[src/rtl/mem_cycle_sequencer.sv]
// Multi-cycle FETCH/EXEC/MEM/WB sequencer sharing one single-port memory.
// Optional access timeout enabled by defining MEM_TIMEOUT_EN.
module mem_cycle_sequencer #(
  parameter int AW      = 32,
  parameter int DW      = 32,
  parameter int TIMEOUT = 255
) (
  input  logic          clk,
  input  logic          reset,
  input  logic [AW-1:0] pc,
  input  logic [AW-1:0] alu_out,
  input  logic [DW-1:0] store_data,
  input  logic          is_load,
  input  logic          is_store,
  input  logic          reg_wr_dec,
  input  logic          mem_ack,
  input  logic [DW-1:0] mem_rdata,
  output logic          mem_req,
  output logic          mem_we,
  output logic [AW-1:0] mem_addr,
  output logic [DW-1:0] mem_wdata,
  output logic [DW-1:0] instr,
  output logic [DW-1:0] read_data,
  output logic          pc_we,
  output logic          reg_we,
  output logic [2:0]    state_o,
  output logic          bus_err
);

  typedef enum logic [2:0] {
    FETCH = 3'd0,
    EXEC  = 3'd1,
    MEM   = 3'd2,
    WB    = 3'd3,
    ERR   = 3'd4
  } state_t;

  state_t        state, state_n;
  logic [DW-1:0] instr_q, rdata_q;
  logic          access, in_mem, expire;
  logic          pc_we_c, reg_we_c;

  assign access = (state == FETCH) || (state == MEM);
  assign in_mem = (state == MEM);

`ifdef MEM_TIMEOUT_EN
  localparam logic [7:0] LIMIT = 8'(TIMEOUT);

  logic [7:0] cnt, cnt_n;

  assign expire = access && !mem_ack && (cnt == LIMIT);

  // Counter restarts on every state change and on every ack.
  always_comb begin
    cnt_n = cnt + 8'd1;
    if (!access || mem_ack || (state_n != state))
      cnt_n = 8'd0;
  end

  always_ff @(posedge clk) begin
    if (reset) cnt <= 8'd0;
    else       cnt <= cnt_n;
  end

  assign bus_err = !reset && (state == ERR);
`else
  assign expire  = 1'b0;
  assign bus_err = 1'b0;
`endif

  always_comb begin
    state_n  = state;
    pc_we_c  = 1'b0;
    reg_we_c = 1'b0;
    unique case (state)
      FETCH: begin
        if (expire)       state_n = ERR;
        else if (mem_ack) state_n = EXEC;
      end
      EXEC: begin
        if (is_load || is_store) begin
          state_n = MEM;
        end else begin
          pc_we_c  = 1'b1;
          reg_we_c = reg_wr_dec;
          state_n  = FETCH;
        end
      end
      MEM: begin
        if (expire)       state_n = ERR;
        else if (mem_ack) state_n = WB;
      end
      WB: begin
        pc_we_c  = 1'b1;
        reg_we_c = reg_wr_dec && is_load;
        state_n  = FETCH;
      end
      ERR:     state_n = ERR;
      default: state_n = FETCH;
    endcase
  end

  always_ff @(posedge clk) begin
    if (reset) begin
      state   <= FETCH;
      instr_q <= '0;
      rdata_q <= '0;
    end else begin
      state <= state_n;
      if ((state == FETCH) && mem_ack)
        instr_q <= mem_rdata;
      if (in_mem && mem_ack && is_load)
        rdata_q <= mem_rdata;
    end
  end

  // Every output is forced low while reset is held.
  assign mem_req   = !reset && access;
  assign mem_we    = !reset && in_mem && is_store && !is_load;
  assign mem_addr  = reset ? '0 : (in_mem ? alu_out : pc);
  assign mem_wdata = (!reset && in_mem) ? store_data : '0;
  assign instr     = reset ? '0 : instr_q;
  assign read_data = reset ? '0 : rdata_q;
  assign pc_we     = !reset && pc_we_c;
  assign reg_we    = !reset && reg_we_c;
  assign state_o   = reset ? 3'd0 : state;

endmodule

[config.mk]
export PLATFORM = sky130hd
export DESIGN_NAME = mem_cycle_sequencer
export DESIGN_NICKNAME = d
export VERILOG_FILES = /design/src/rtl/mem_cycle_sequencer.sv
export SDC_FILE = /design/constraint.sdc
export NUM_CORES = 1
export LEC_CHECK = 0
export ABC_CLOCK_PERIOD_IN_PS = 3800
export CAP_MARGIN = 40
export CORE_MARGIN = 2
export CORE_UTILIZATION = 38
export CTS_CLUSTER_DIAMETER = 30
export DETAILED_ROUTE_END_ITERATION = 16
export PLACE_DENSITY = 0.87
export SKIP_LAST_GASP = 1
export SLEW_MARGIN = 25
export SYNTH_ARGS = -nofsm -noshare
export SYNTH_HDL_FRONTEND = slang
export SYNTH_SLANG_ARGS = --single-unit
export TNS_END_PERCENT = 30
[constraint.sdc]
create_clock -name clk -period 3.8 [get_ports clk]
set_input_delay 0.38 -clock clk [delete_from_list [all_inputs] [get_ports clk]]
set_output_delay 0.38 -clock clk [all_outputs]
set_load 0.05 [all_outputs]
==> reports/metrics.json <==
{
  "mappedNetlistArea": {"value": 3830, "unit": "um2"},
  "worstRegToRegCells": {"value": 3},
  "final_hold_viol_count": {"value": 0},
  "drcViolationCount": {"value": 0},
  "max_slew.worst_pin.slew": {"value": 621, "unit": "ps"},
  "path_depth": {"value": 4},
  "drt_first_iter_violations": {"value": 259},
  "vias_per_cell": {"value": 4.66},
  "p_total": {"value": 1.91, "unit": "mW"},
  "n_fill_cell": {"value": 771},
  "clock_sink_count": {"value": 67},
  "horiz_die_dim": {"value": 104, "unit": "um"},
  "worst_path_max_delay_cell": {"value": "clkdlybuf4s50_1"},
  "highest_ir_drop_seen_on_vdd": {"value": 0.251, "unit": "mV"},
  "area_delta_synth_final": {"value": 73.1, "unit": "%"},
  "h-tree-depth": {"value": 3},
  "core.rowCount": {"value": 36},
  "final_layout_size_suffix_gt1_share": {"value": 8.37, "unit": "%"},
  "number_of_antenna_violations_at_the_first_check_in_global_routing": {"value": 1},
  "clock.fmax": {"value": 363, "unit": "MHz"},
  "cts.clk_slew.worst_paths": {"value": 70, "unit": "ps"},
  "routedLengthMet1": {"value": 5170, "unit": "um"},
  "maxUsedRoutingLayer": {"value": "met4"},
  "grt_usage": {"value": 23.2, "unit": "%"},
  "critPathMaxFanout": {"value": 34},
  "worstPathBufferInverterCount": {"value": 2},
  "route.vias.total": {"value": 4023},
  "worstSetupEndpointType": {"value": "output port"},
  "place_area": {"value": 6420, "unit": "um2"},
  "gpl.final_weighted_congestion": {"value": 0.852},
  "synthCells": {"value": 475},
  "nets": {"value": 858},
  "synth_compound_area_share": {"value": 4.58, "unit": "%"},
  "drv_cap": {"value": 0},
  "grt_setup_unrepaired": {"value": "no"},
  "worst_ep_required_time": {"value": 3420, "unit": "ps"},
  "post-place-ws": {"value": 1130, "unit": "ps"},
  "hold_class": {"value": "flop to flop"},
  "holdBufCountCts": {"value": 0},
  "floorplan.die_area": {"value": 10900, "unit": "um2"},
  "met3WireLength": {"value": 989, "unit": "um"},
  "cts_tree": {"value": "built"},
  "worstPathCellList": {"value": "nor3_2 -> buf_4 -> and3_1 -> clkdlybuf4s50_1"},
  "ys_ff_latch": {"value": 67},
  "cpLargestDelayFamily": {"value": "buffers and inverters"},
  "wl_met2": {"value": 6670, "unit": "um"},
  "floorplan.initialDensity": {"value": 39.1, "unit": "%"},
  "synth_cell_types": {"value": 27},
  "arrival": {"value": 2380, "unit": "ps"},
  "numCtsBuffers": {"value": 9},
  "totalWireLength": {"value": 13200, "unit": "um"},
  "maximum_number_of_buffers_from_clock_root_to_sink": {"value": 2},
  "period_minus_slack": {"value": 2760, "unit": "ps"},
  "report.final.slew_viol_count": {"value": 0},
  "postCtsResizedCells": {"value": 0},
  "final_antenna_net_count": {"value": 0},
  "timing.critical_path.from_type": {"value": "flop"},
  "ioPinCount": {"value": 270},
  "synth_simple_gate_area_share": {"value": 30.8, "unit": "%"},
  "main_combinational_cell_family_by_area_after_synthesis": {"value": "simple AND/OR/NAND/NOR gates"},
  "drt-wirelength-per-cell": {"value": 15.3, "unit": "um"},
  "numPortBuffers": {"value": 268},
  "ys_seq_area_share": {"value": 35.1, "unit": "%"},
  "run_status": {"value": "finished clean"},
  "number_of_cells_on_the_worst_hold_path": {"value": 2},
  "grt_max_degree": {"value": 55},
  "postCtsSetupBuffers": {"value": 0},
  "final.setup_skew": {"value": 8.49, "unit": "ps"},
  "relSlewSlack": {"value": 58.6, "unit": "%"},
  "setup_slack": {"value": 1040, "unit": "ps"},
  "period_share": {"value": 72.5, "unit": "%"},
  "grt_pass1_wl": {"value": 20300, "unit": "um"},
  "postLayoutCellArea": {"value": 6620, "unit": "um2"},
  "overflow": {"value": 0},
  "drtPass1Iterations": {"value": 5},
  "muxShareOfSynthArea": {"value": 17.1, "unit": "%"},
  "core_area": {"value": 9770, "unit": "um2"},
  "leakagePower": {"value": 3.17, "unit": "nW"},
  "cts-root-buf": {"value": "clkbuf_8"},
  "via_count_of_the_first_global_routing_pass": {"value": 3899},
  "synth_xor_area_share": {"value": 0, "unit": "%"},
  "syn-num-nets": {"value": 609},
  "setup_violations": {"value": 0},
  "area_taken_by_multi_input_logic_gates": {"value": 2010, "unit": "um2"},
  "register_area": {"value": 1340, "unit": "um2"},
  "die_h": {"value": 104, "unit": "um"},
  "detailed_place_hpwl": {"value": 10400, "unit": "um"},
  "path_class": {"value": "flop to output port"},
  "synth_warnings": {"value": 0},
  "synth_fa_ha_area_share": {"value": 0, "unit": "%"},
  "setup-tns-final": {"value": 0, "unit": "ps"},
  "slowest_delay": {"value": 820, "unit": "ps"},
  "power-per-cell-area": {"value": 289, "unit": "nW/um2"},
  "synthesis.area_per_instance": {"value": 8.06, "unit": "um2"},
  "insertion_delay": {"value": 340, "unit": "ps"}
}
worst register-to-register path, delay by kind of cell, from the launching register on:
family,cells,cell delay [ps]
DFF,1,680
and+or+nand+nor,1,730
buffers and inverters,1,410
muxes,1,240
Yosys cell counts:
cell      instances  share of area [%]
nor3_2            1               0.26
mux2_2            1               0.29
a21oi_1          33                4.3
and4b_1           1               0.26
nand2_1          64                6.3
nand2b_1         93                 15
or3b_1            1               0.23
mux2_1            1               0.29
nor4bb_1          1               0.26
buf_2            10                1.3
nor3b_1           2               0.39
conb_1            1              0.098
nor2_1            1              0.098
o21ba_2           1               0.26
buf_6            11                3.2
buf_4             1               0.20
and2_1            1               0.16
dfxtp_1          67                 35
mux2i_1          63                 16
inv_1            62                6.1
and3_1           32                5.2
nor2b_1           6               0.98
nor3b_2           1               0.33
clkbuf_1         16                1.6
nor3_1            2               0.26
and4_1            1               0.23
nor4b_4           1               0.62
cell type report:
type / instances / area share (%)
clock inverters: 5 / 0.945
multi-input cells: 308 / 30.4
repair buffers: 276 / 40.4
diodes: 1 / 0.0378
clock buffers: 11 / 1.98
well taps: 133 / 2.51
flip-flops and latches: 67 / 20.3
inverters: 62 / 3.51
layer usage:
metal	vias up	GRT usage, %
li1	1986	-
met1	1833	26.1
met2	175	41.3
met3	29	6.52
met4	0	8.98
met5	-	0
kinds of logic after synthesis:
| group | count (synthesis) |
|---|---|
| AO/OA/AOI/OAI | 34 |
| buffers and inverters | 100 |
| flip-flops | 67 |
| multiplexers | 65 |
| other | 1 |
| AND/OR/NAND/NOR | 208 |
through the flow:
stage	hold slack (ps)	cells	util (%)
2_1_floorplan	458	475	-
3_3_place_gp	470	844	65.4
3_5_place_dp	477	846	65.7
4_1_cts	490	862	67.7
5_1_grt	506	863	67.7
6_report	487	863	67.7
flip-flops by register name, indices dropped and copies added, names as in the netlist:
register and count:
instr_q 32, rdata_q 32, state 3
placed cells by master, fill, tap and decap left out, drive strengths merged, types with 2 or more instances in the layout:
cell type,count
mux2,2
nor3,3
nand2,64
dfxtp,67
nand2b,93
clkdlybuf4s50,235
mux2i,63
inv,63
nor3b,3
clkbuf,11
clkinvlp,2
nor2b,6
buf,41
a21oi,33
and3,32
worst paths after layout:
kind | slack, ps | endpoint | startpoint
worst min-delay path | 490 | instr_q[10]$_SDFFE_PP0P_ | instr_q[10]$_SDFFE_PP0P_
worst max register to register | 1660 | rdata_q[12]$_SDFFE_PP0P_ | state[1]$_SDFFE_PP0P_
worst max-delay path | 1040 | mem_wdata[17] | state[2]$_SDFFE_PP0P_
worst min register to register | 490 | instr_q[10]$_SDFFE_PP0P_ | instr_q[10]$_SDFFE_PP0P_
power breakdown:
| part | switching [mW] | internal, mW |
|---|---|---|
| sequential | 0.0127 | 0.731 |
| clock | 0.273 | 0.307 |
| combinational | 0.323 | 0.265 |
Note: power is estimated with default switching activity, not from simulation.
